## src/rtl/axi4lite_master.sv

```systemverilog
// AXI4-Lite master with one outstanding transaction, driven by a cmd/rsp handshake.
// Define AXI_MASTER_TIMEOUT_EN to abort transactions stalled for TIMEOUT_CYCLES cycles.
module axi4lite_master #(
    parameter int AXIS_ADDR_WIDTH = 32,
    parameter int AXIS_DATA_WIDTH = 32,
    parameter int TIMEOUT_CYCLES  = 1024
) (
    input  logic                         ACLK,
    input  logic                         ARESETN,
    input  logic                         cmd_valid,
    output logic                         cmd_ready,
    input  logic                         cmd_write,
    input  logic [AXIS_ADDR_WIDTH-1:0]   cmd_addr,
    input  logic [AXIS_DATA_WIDTH-1:0]   cmd_wdata,
    input  logic [AXIS_DATA_WIDTH/8-1:0] cmd_wstrb,
    output logic                         rsp_valid,
    input  logic                         rsp_ready,
    output logic [AXIS_DATA_WIDTH-1:0]   rsp_rdata,
    output logic [1:0]                   rsp_resp,
    output logic                         rsp_timeout,
    output logic [AXIS_ADDR_WIDTH-1:0]   M_AXI_AWADDR,
    output logic [2:0]                   M_AXI_AWPROT,
    output logic                         M_AXI_AWVALID,
    input  logic                         M_AXI_AWREADY,
    output logic [AXIS_DATA_WIDTH-1:0]   M_AXI_WDATA,
    output logic [AXIS_DATA_WIDTH/8-1:0] M_AXI_WSTRB,
    output logic                         M_AXI_WVALID,
    input  logic                         M_AXI_WREADY,
    input  logic [1:0]                   M_AXI_BRESP,
    input  logic                         M_AXI_BVALID,
    output logic                         M_AXI_BREADY,
    output logic [AXIS_ADDR_WIDTH-1:0]   M_AXI_ARADDR,
    output logic [2:0]                   M_AXI_ARPROT,
    output logic                         M_AXI_ARVALID,
    input  logic                         M_AXI_ARREADY,
    input  logic [AXIS_DATA_WIDTH-1:0]   M_AXI_RDATA,
    input  logic [1:0]                   M_AXI_RRESP,
    input  logic                         M_AXI_RVALID,
    output logic                         M_AXI_RREADY
);
    typedef enum logic [2:0] {IDLE, WR_REQ, WR_RESP, RD_REQ, RD_RESP, RSP} state_t;

    state_t state;
    logic   aw_ok;
    logic   w_ok;
    logic   done_now;

    assign M_AXI_AWPROT = 3'b000;
    assign M_AXI_ARPROT = 3'b000;

    // A write channel counts as accepted once its VALID has dropped or is handshaking now.
    always_comb begin
        aw_ok    = !M_AXI_AWVALID || M_AXI_AWREADY;
        w_ok     = !M_AXI_WVALID || M_AXI_WREADY;
        done_now = 1'b0;
        case (state)
            WR_REQ:  done_now = aw_ok && w_ok;
            WR_RESP: done_now = M_AXI_BVALID;
            RD_REQ:  done_now = M_AXI_ARREADY;
            RD_RESP: done_now = M_AXI_RVALID;
            default: done_now = 1'b0;
        endcase
    end

`ifdef AXI_MASTER_TIMEOUT_EN
    localparam int TMO_W = (TIMEOUT_CYCLES > 1) ? $clog2(TIMEOUT_CYCLES) : 1;
    localparam logic [TMO_W-1:0] TMO_LAST = TMO_W'(TIMEOUT_CYCLES - 1);

    logic [TMO_W-1:0] tmo_cnt;
    logic             in_wait;

    assign in_wait = (state == WR_REQ) || (state == WR_RESP) ||
                     (state == RD_REQ) || (state == RD_RESP);
`else
    assign rsp_timeout = 1'b0;
`endif

    always_ff @(posedge ACLK) begin
        if (!ARESETN) begin
            state         <= IDLE;
            cmd_ready     <= 1'b1;
            rsp_valid     <= 1'b0;
            rsp_rdata     <= '0;
            rsp_resp      <= 2'b00;
            M_AXI_AWADDR  <= '0;
            M_AXI_AWVALID <= 1'b0;
            M_AXI_WDATA   <= '0;
            M_AXI_WSTRB   <= '0;
            M_AXI_WVALID  <= 1'b0;
            M_AXI_BREADY  <= 1'b0;
            M_AXI_ARADDR  <= '0;
            M_AXI_ARVALID <= 1'b0;
            M_AXI_RREADY  <= 1'b0;
`ifdef AXI_MASTER_TIMEOUT_EN
            tmo_cnt       <= '0;
            rsp_timeout   <= 1'b0;
`endif
        end else begin
            case (state)
                IDLE: begin
                    if (cmd_valid) begin
                        cmd_ready <= 1'b0;
                        if (cmd_write) begin
                            state         <= WR_REQ;
                            M_AXI_AWADDR  <= cmd_addr;
                            M_AXI_WDATA   <= cmd_wdata;
                            M_AXI_WSTRB   <= cmd_wstrb;
                            M_AXI_AWVALID <= 1'b1;
                            M_AXI_WVALID  <= 1'b1;
                        end else begin
                            state         <= RD_REQ;
                            M_AXI_ARADDR  <= cmd_addr;
                            M_AXI_ARVALID <= 1'b1;
                        end
                    end
                end
                WR_REQ: begin
                    if (M_AXI_AWREADY) M_AXI_AWVALID <= 1'b0;
                    if (M_AXI_WREADY)  M_AXI_WVALID  <= 1'b0;
                    if (done_now) begin
                        state        <= WR_RESP;
                        M_AXI_BREADY <= 1'b1;
                    end
                end
                WR_RESP: begin
                    if (done_now) begin
                        state        <= RSP;
                        M_AXI_BREADY <= 1'b0;
                        rsp_valid    <= 1'b1;
                        rsp_resp     <= M_AXI_BRESP;
                        rsp_rdata    <= '0;
                    end
                end
                RD_REQ: begin
                    if (done_now) begin
                        state         <= RD_RESP;
                        M_AXI_ARVALID <= 1'b0;
                        M_AXI_RREADY  <= 1'b1;
                    end
                end
                RD_RESP: begin
                    if (done_now) begin
                        state        <= RSP;
                        M_AXI_RREADY <= 1'b0;
                        rsp_valid    <= 1'b1;
                        rsp_resp     <= M_AXI_RRESP;
                        rsp_rdata    <= M_AXI_RDATA;
                    end
                end
                RSP: begin
                    if (rsp_ready) begin
                        state     <= IDLE;
                        rsp_valid <= 1'b0;
                        cmd_ready <= 1'b1;
                    end
                end
                default: state <= IDLE;
            endcase
`ifdef AXI_MASTER_TIMEOUT_EN
            // A completion in the final counted cycle wins over the abort.
            if (in_wait) begin
                if (!done_now && tmo_cnt == TMO_LAST) begin
                    state         <= RSP;
                    M_AXI_AWVALID <= 1'b0;
                    M_AXI_WVALID  <= 1'b0;
                    M_AXI_BREADY  <= 1'b0;
                    M_AXI_ARVALID <= 1'b0;
                    M_AXI_RREADY  <= 1'b0;
                    rsp_valid     <= 1'b1;
                    rsp_timeout   <= 1'b1;
                    rsp_resp      <= 2'b10;
                    rsp_rdata     <= '0;
                    tmo_cnt       <= '0;
                end else if (done_now && (state == WR_RESP || state == RD_RESP)) begin
                    rsp_timeout   <= 1'b0;
                    tmo_cnt       <= '0;
                end else begin
                    tmo_cnt       <= tmo_cnt + 1'b1;
                end
            end
`endif
        end
    end
endmodule

```

## config.mk

```make
export PLATFORM = sky130hd
export DESIGN_NAME = axi4lite_master
export DESIGN_NICKNAME = d
export VERILOG_FILES = /design/src/rtl/axi4lite_master.sv
export SDC_FILE = /design/constraint.sdc
export NUM_CORES = 1
export LEC_CHECK = 0
export CAP_MARGIN = 10
export CORE_AREA = 2 2 102 104
export DETAILED_ROUTE_END_ITERATION = 6
export DIE_AREA = 0 0 104 106
export DONT_BUFFER_PORTS = 1
export PLACE_DENSITY = 0.68
export SLEW_MARGIN = 20
export SYNTH_ARGS = -nofsm -noshare
export SYNTH_HDL_FRONTEND = slang
export SYNTH_SLANG_ARGS = --single-unit
```

## constraint.sdc

```tcl
create_clock -name ACLK -period 2.8 [get_ports ACLK]
set_input_delay 0.42 -clock ACLK [delete_from_list [all_inputs] [get_ports ACLK]]
set_output_delay 0.42 -clock ACLK [all_outputs]
set_load 0.02 [all_outputs]
```

==> flow_metrics.tcl, run 1 <==
set metrics [dict create \
    wirelength_um 12600 \
    port_buffers 0 \
    crit_path_end_kind "flip-flop" \
    synthesis.area_um2 5260 \
    dpl_worst_slack_ns 0.726 \
    path_clk_slew_ns 0.06 \
    gp_congestion 0.787 \
    routedWlPerCell_um 16.5 \
    ir_drop_v 0.000415 \
    timing.fmax_mhz 513 \
    rows 37 \
    ys_seq_area_share_pct 54.8 \
    synth-seq-cells 144 \
    arrival_ns 2.38 \
    fin_crit_ns 1.95 \
    num_antenna_cells 0 \
    hold_buffers 1 \
    cts_buffers 17 \
    dp_hpwl_um 8860 \
    die-width_um 104 \
    tightestPinTransition_ns 0.688 \
    drive_above_1_share_pct 8.16 \
    yosys.area.top_type "dfxtp_1" \
    start_util_pct 52.6 \
    final_area_um2 5840 \
    yosysWarnings 0 \
    place_inst 727 \
    vias 4178 \
    rsz0062_at_grt "false" \
    nFillCells 939 \
    nNetsFinal 726 \
    tns_ns 0 \
    slew_headroom_pct 54.2 \
    ant_nets 0 \
    first_pass_iters 4 \
    fin_crit_sh_pct 69.6 \
    crit_fanout 68 \
    htreeDepth 4 \
    cts.sinks 144 \
    cp_data_required_time_ns 3.24 \
    first_global_vias 3989 \
    cp-start-kind "flip-flop" \
    cts_tree "done" \
    ys_types 35 \
    die-area_um2 11000 \
    placed_area_um2 5190 \
    initialDrtViolationCount 281 \
    crit_type "flip-flop to flip-flop" \
    synth_top_area_share_pct 54.8 \
    fin_total_pwr_mw 5.97 \
    synth_area_leaders "dfxtp_1 (55%), nand2_1 (15%), a21oi_1 (10%)" \
    hp-class "input pin to flip-flop" \
    syn_inst 635 \
    status "completed" \
    p_per_area_nw_per_um2 1020 \
    whs_ns 0.0400 \
    antenna_found_initial 0 \
    syn_area_per_cell_um2 8.28 \
    multi_input_area_um2 2050 \
    synthToLayoutAreaGrowth_pct 11.1 \
    cts_setup_buffers 0 \
    grt_pass1_wl_um 19700 \
    io_pins 262 \
    leakage_nw 2.06 \
    globalRouteOverflowTotal 0 \
    die_h_um 106 \
    skew_ns 0.0111 \
    slew_viol_final 0 \
    setup_ws_ns 0.852 \
    finish.utilization_pct 58.4 \
    coreArea_um2 10000 \
    cap_violations 0 \
    finalSetupViolCount 0 \
    cts_buffer_depth 2 \
    root_buffer "clkbuf_8" \
    grt_max_degree 72 \
    layoutNonFillerInstCount 761 \
    ctsResizeCount 0 \
    insertion_delay_ns 0.51 \
    drc 0 \
    register_area_um2 2880 \
    hold_viol_final 0 \
    routed_via_density 5.49 \
    grtUsageTotal_pct 22.5 \
]
## critical path, cell delays in order, from the launching register on
cell and delay, ns:
dfxtp_1 0.59, inv_4 0.11, and3_4 0.18, nand2_2 0.06, buf_4 0.54, nand2_1 0.18
a21oi_1 0.19
## power breakdown
group	internal, mW	switching (mW)
registers	2.31	0.533
clock network	1.49	0.874
logic	0.278	0.490
## synthesized netlist by cell type
cell and count:
nand2_1 216, dfxtp_1 144, a21oi_1 110, a22oi_1 32, nor2_1 32, clkbuf_1 21, buf_4 19, buf_2 11
buf_6 5, nand3_1 5, mux2i_1 4, inv_1 3, o21ai_0 3, o21ai_1 3, or2_1 3, a31oi_1 2
and2_1 2, nand2b_1 2, nor3_1 2, a211oi_1 1, a21o_1 1, and3_4 1, conb_1 1, inv_4 1
mux2_2 1, nand2_2 1, nand3_2 1, nor2_2 1, nor2_4 1, nor2b_1 1, nor2b_4 1, nor3b_4 1
o211a_1 1, o21a_1 1, o311ai_0 1
## cells by family (layout without fill, tap and decap cells)
logic type	count (synthesis)	in the layout	synth area share (%)
AND/OR/NAND/NOR	270	270	20.8
AO/OA/AOI/OAI	155	155	16.6
flip-flops	144	144	54.8
buffers and inverters	60	44	6.67
multiplexers	5	5	0.976
other	1	7	0.0713
## registers in the layout, indices dropped and copies added, names as in the netlist
register / flops
M_AXI_WDATA: 32
M_AXI_AWADDR: 32
M_AXI_RREADY: 1
M_AXI_WVALID: 1
M_AXI_WSTRB: 4
M_AXI_ARVALID: 1
rsp_resp: 2
M_AXI_ARADDR: 32
state: 3
cmd_ready: 1
rsp_valid: 1
rsp_rdata: 32
M_AXI_AWVALID: 1
M_AXI_BREADY: 1
## final timing paths
path                                 startpoint                to  slack [ns]  cells after the start
worst max-delay path                   state[0]  M_AXI_AWADDR[25]        0.85                      6
worst min-delay path                cmd_addr[6]   M_AXI_AWADDR[6]        0.04                      2
worst max register to register         state[0]  M_AXI_AWADDR[25]        0.85                      6
worst min register to register  M_AXI_WDATA[13]   M_AXI_WDATA[13]        0.55                      2
## final cells by class
class                           instances  area share [%]
Clock buffer                           18            7.33
Inverter                                4           0.343
Sequential cell                       144            49.4
Clock inverter                         14            3.45
Timing Repair Buffer                    8            1.54
Tap cell                              136            2.91
Multi-Input combinational cell        437            35.1
## cells in the final DEF, fill, tap and decap left out, types with 3 or more instances in the layout
cell type / netlist / layout
nand2_1: 216 / 216
dfxtp_1: 144 / 144
a21oi_1: 110 / 110
a22oi_1: 32 / 32
nor2_1: 32 / 32
clkbuf_16: 0 / 16
conb_1: 1 / 7
nand3_1: 5 / 5
inv_6: 0 / 5
mux2i_1: 4 / 4
bufinv_16: 0 / 4
buf_4: 19 / 4
o21ai_1: 3 / 3
o21ai_0: 3 / 3
## layer usage
layer	share of wire, %	GRT usage, %	routed length [µm]	vias up
met2	48	37.1	6090	202
met5	0	0	0	-
met4	1.6	8.40	203	0
met1	39	25.1	4910	1931
met3	11	11.2	1370	16
li1	-	-	-	2029
Note: power is estimated with default switching activity, not from simulation.
==> run 2: changes to the inputs <==
--- a/config.mk
+++ b/config.mk
@@ -6,11 +6,11 @@
 export NUM_CORES = 1
 export LEC_CHECK = 0
 export CAP_MARGIN = 10
-export CORE_AREA = 2 2 102 104
+export CORE_AREA = 2 2 101 103
 export DETAILED_ROUTE_END_ITERATION = 6
-export DIE_AREA = 0 0 104 106
+export DIE_AREA = 0 0 103 105
 export DONT_BUFFER_PORTS = 1
-export PLACE_DENSITY = 0.68
+export PLACE_DENSITY = 0.69
 export SLEW_MARGIN = 20
 export SYNTH_ARGS = -nofsm -noshare
 export SYNTH_HDL_FRONTEND = slang
==> constraint.sdc (replaced) <==
create_clock -name ACLK -period 2 [get_ports ACLK]
set_input_delay 0.3 -clock ACLK [delete_from_list [all_inputs] [get_ports ACLK]]
set_output_delay 0.3 -clock ACLK [all_outputs]
set_load 0.02 [all_outputs]
==> run 2 against run 1 <==
Net effect: critical path depth stayed put; register-to-register slack worse by 0.70 ns; clock skew hardly changed; sequential power is 39% higher; hold slack worse by 0.025 ns; sequential share of layout area is 7.3 points lower; global-route usage is 3.4 points higher; combinational power is 81% higher; cell count is 14% higher; power is 38% higher; clock-buffer cell count is 2 higher; first-iteration DRC count is 25% lower; critical path type unchanged.
==> flow_metrics.tcl, run 2 (synthesis results as in run 1) <==
set metrics [dict create \
    root_buffer "clkbuf_8" \
    crit_fanout 28 \
    num_antenna_cells 0 \
    die-width_um 103 \
    globalRouteOverflowTotal 0 \
    fin_crit_sh_pct 92.4 \
    first_global_vias 4502 \
    die-area_um2 10800 \
    antenna_found_initial 0 \
    wl_met1_um 5300 \
    maxUsedRoutingLayer "met4" \
    cts_setup_buffers 0 \
    first_pass_iters 5 \
    skew_ns 0.0115 \
    io_pins 262 \
    grtUsageTotal_pct 25.8 \
    cp_data_required_time_ns 2.39 \
    final_area_um2 6860 \
    path_clk_slew_ns 0.06 \
    initialDrtViolationCount 211 \
    ant_nets 0 \
    vias 4681 \
    cts_buffers 17 \
    crit_path_end_kind "flip-flop" \
    status "completed" \
    dpl_worst_slack_ns 0.226 \
    p_per_area_nw_per_um2 1210 \
    ir_drop_v 0.000790 \
    dp_hpwl_um 9160 \
    cap_violations 0 \
    nNetsFinal 835 \
    leakage_nw 2.49 \
    drc 0 \
    placed_area_um2 5260 \
    coreArea_um2 9640 \
    layout_common_cells "nand2_1 (216), dfxtp_1 (144), a21oi_1 (110), dlygate4sd3_1 (105)" \
    tns_ns 0 \
    port_buffers 0 \
    timing.fmax_mhz 541 \
    setup_ws_ns 0.151 \
    grt_pass1_wl_um 21900 \
    ctsResizeCount 0 \
    routed_via_density 5.41 \
    drive_above_1_share_pct 6.97 \
    dr_wl_met2_um 7280 \
    arrival_ns 2.23 \
    htreeDepth 4 \
    crit_type "flip-flop to flip-flop" \
    cts.sinks 144 \
    insertion_delay_ns 0.51 \
    cts_buffer_depth 2 \
    hp-class "input pin to flip-flop" \
    start_util_pct 54.5 \
    slew_viol_final 0 \
    rows 36 \
    routedWlPerCell_um 16.9 \
    wl_met3_um 1670 \
    gp_congestion 0.830 \
    hold_viol_final 0 \
    grt_max_degree 69 \
    finalSetupViolCount 0 \
    hold_buffers 105 \
    cp-start-kind "flip-flop" \
    rsz0062_at_grt "false" \
    wirelength_um 14600 \
    die_h_um 105 \
    fin_crit_ns 1.85 \
    synthToLayoutAreaGrowth_pct 30.5 \
    cts_tree "done" \
    layout_commonest_cell "nand2_1" \
]
[run 2: per-stage QoR]
step	power, mW	cells	utilization [%]	hold slack (ns)
after floorplan	4.93	641	-	0.436
after global placement	5.13	730	54.5	0.379
after detailed placement	5.20	730	54.5	0.381
after CTS	8.30	865	71.1	0.000300
after global routing	8.67	865	71.1	0.0121
final	8.26	865	71.1	0.0150
[run 2: cell type report]
type / count / area (µm²)
Multi-Input combinational cell: 437 / 2050
Timing Repair Buffer: 117 / 1190
Clock inverter: 10 / 115
Clock buffer: 20 / 435
Inverter: 4 / 20.0
Sequential cell: 144 / 2880
Fill cell: 703 / 2780
Tap cell: 133 / 166
[run 2: metal layers]
metal,up-vias,track usage [%]
li1,2248,-
met1,2152,28.2
met2,250,43.6
met3,31,11.2
met4,0,9.87
met5,-,0
[run 2: power breakdown]
part	switching [mW]	total [mW]	internal [mW]
Combinational	0.811	1.39	0.578
Clock	1.13	2.92	1.79
Sequential	0.722	3.96	3.23
Total	2.67	8.26	5.60
[run 2: final timing paths]
check | cells after the start | slack (ns) | to | start
max | 6 | 0.15 | rsp_rdata[1] | state[1]
min | 3 | 0.02 | M_AXI_AWVALID | M_AXI_AWREADY
max reg2reg | 6 | 0.15 | rsp_rdata[1] | state[1]
min reg2reg | 2 | 0.56 | M_AXI_ARADDR[28] | M_AXI_ARADDR[28]
[run 2: critical path, stage by stage, from the launching register on]
cell and delay [ns]:
dfxtp_1 0.56, nor2b_4 0.25, nand2_1 0.09, a21o_1 0.26, buf_4 0.27, a22oi_1 0.20
nor2_1 0.08
==> run 3: changes to the inputs <==
--- a/config.mk
+++ b/config.mk
@@ -10,7 +10,7 @@
 export DETAILED_ROUTE_END_ITERATION = 6
 export DIE_AREA = 0 0 103 105
 export DONT_BUFFER_PORTS = 1
-export PLACE_DENSITY = 0.69
+export PLACE_DENSITY_LB_ADDON = 0.05
 export SLEW_MARGIN = 20
 export SYNTH_ARGS = -nofsm -noshare
 export SYNTH_HDL_FRONTEND = slang
==> run 3 against run 2 <==
Net effect: clock power grew 17%; core utilization grew 1.3 points; setup slack gained 0.039 ns; flip-flop and latch count is the same; fmax grew 2.2%; hold slack gained 0.0016 ns; register-to-register slack gained 0.04 ns; clock-buffer cell count is the same; critical endpoint is now M_AXI_AWADDR[15]; largest power group unchanged.
==> flow_metrics.tcl, run 3 (synthesis results as in run 1) <==
set metrics [dict create \
    timing.fmax_mhz 553 \
    initialDrtViolationCount 197 \
    crit_type "flip-flop to flip-flop" \
    htreeDepth 4 \
    ant_nets 0 \
    slowest_delay_ns 0.44 \
    power.share.sequential_pct 45.1 \
    port_buffers 0 \
    dp_hpwl_um 9240 \
    coreArea_um2 9640 \
    hold_viol_final 0 \
    ir_drop_v 0.000660 \
    io_pins 262 \
    fin_crit_sh_pct 90.5 \
    path_clk_slew_ns 0.06 \
    nNetsFinal 838 \
    setup_ws_ns 0.190 \
    cap_violations 0 \
    cts_buffers 17 \
    grt_max_degree 51 \
    die-width_um 103 \
    power.share.clock_pct 39.1 \
    swShare_pct 30.2 \
    crit_fanout 22 \
    status "completed" \
    p_comb_share_pct 15.8 \
    vias 4595 \
    placed_area_um2 5300 \
    rows 36 \
    p_per_area_nw_per_um2 1260 \
    globalRouteOverflowTotal 0 \
    tns_ns 0 \
    crit_slowest_cell "dfxtp_1" \
    first_pass_iters 5 \
    layout_common_cells "nand2_1 (216), dfxtp_1 (144), a21oi_1 (110), dlygate4sd3_1 (104)" \
    cts_tree "done" \
    drive_above_1_share_pct 7.48 \
    arrival_ns 2.24 \
    crit_family "simple AND/OR/NAND/NOR gates" \
    first_global_vias 4435 \
    slew_viol_final 0 \
    wirelength_um 14600 \
    cp_data_required_time_ns 2.43 \
    cts_buffer_depth 2 \
    start_util_pct 54.5 \
    hp-class "input pin to flip-flop" \
    routedWlPerCell_um 16.8 \
    grt_pass1_wl_um 22200 \
    layout_commonest_cell "nand2_1" \
    cp-start-kind "flip-flop" \
    finalSetupViolCount 0 \
    insertion_delay_ns 0.51 \
    fin_crit_ns 1.81 \
    critPathBufInv 2 \
    switching_power_mw 2.65 \
    skew_ns 0.00803 \
    path_cells "inv_4, and3_4, and2_2, buf_4, nand2_1, a21oi_1" \
    dpl_worst_slack_ns 0.227 \
    final_area_um2 6990 \
    num_antenna_cells 0 \
    root_buffer "clkbuf_8" \
    cts_setup_buffers 0 \
    gp_congestion 0.823 \
    rsz0062_at_grt "false" \
    die_h_um 105 \
    drc 0 \
    crit_path_end_kind "flip-flop" \
    cts.sinks 144 \
    routed_via_density 5.29 \
    p_int_mw 6.13 \
    grtUsageTotal_pct 26.1 \
    synthToLayoutAreaGrowth_pct 32.9 \
    antenna_found_initial 0 \
    die-area_um2 10800 \
    leakage_nw 2.55 \
]
[run 3: cell types whose count changed in the layout (fill, tap and decap cells not counted), sizes merged]
| cell | change |
|---|---|
| buf | +4 |
| bufinv | +4 |
| clkinv | -2 |
| clkinvlp | -2 |
| dlygate4sd3 | -1 |
[run 3: area by class of cell]
cell class | instances | area, µm²
Sequential cell | 144 | 2880
Fill cell | 725 | 2650
Multi-Input combinational cell | 437 | 2050
Timing Repair Buffer | 120 | 1220
Clock buffer | 20 | 435
Clock inverter | 10 | 210
Tap cell | 133 | 166
Inverter | 4 | 20.0
[run 3: power groups by stage]
stage               combinational, mW  sequential [mW]  clock, mW
floorplan                        1.05             3.88          0
global placement                 1.14             4.01          0
detailed placement               1.18             4.02          0
CTS                              1.37             3.96       3.49
global route                     1.56             4.00       3.62
finish                           1.38             3.96       3.43
[run 3: metrics by stage]
step | power (mW) | utilization, % | instances | hold WS (ns)
CTS | 8.82 | 72.5 | 868 | 0.00720
finish | 8.78 | 72.5 | 868 | 0.0166
detailed placement | 5.20 | 55.0 | 734 | 0.384
global route | 9.18 | 72.5 | 868 | 0.0123
global placement | 5.15 | 55.0 | 734 | 0.378
floorplan | 4.93 | - | 641 | 0.436
[run 3: timing repair]
item                      4_1_cts  5_1_grt
hold buffers                  104        0
hold endpoints to repair      138        0
gates resized for setup         0        0
[run 3: path summary, 6_finish.rpt]
| check | startpoint | end | slack, ns | cells after the start |
|---|---|---|---|---|
| min reg2reg | M_AXI_WDATA[3] | M_AXI_WDATA[3] | 0.55 | 2 |
| max reg2reg | state[0] | M_AXI_AWADDR[15] | 0.19 | 6 |
| max | state[0] | M_AXI_AWADDR[15] | 0.19 | 6 |
| min | cmd_write | M_AXI_ARADDR[5] | 0.02 | 3 |
[run 3: layer usage]
layer	vias to the layer above	track usage (%)	routed length, µm
met5	-	0	0
met4	0	9.12	301
met3	20	12.0	1580
met2	225	43.3	7290
met1	2103	29.2	5400
li1	2247	-	-
[run 3: tightest hold or removal path: cells and delay by family]
kind | cells | cell delay (ns)
compound gates | 1 | 0.05
simple gates | 2 | 0.13
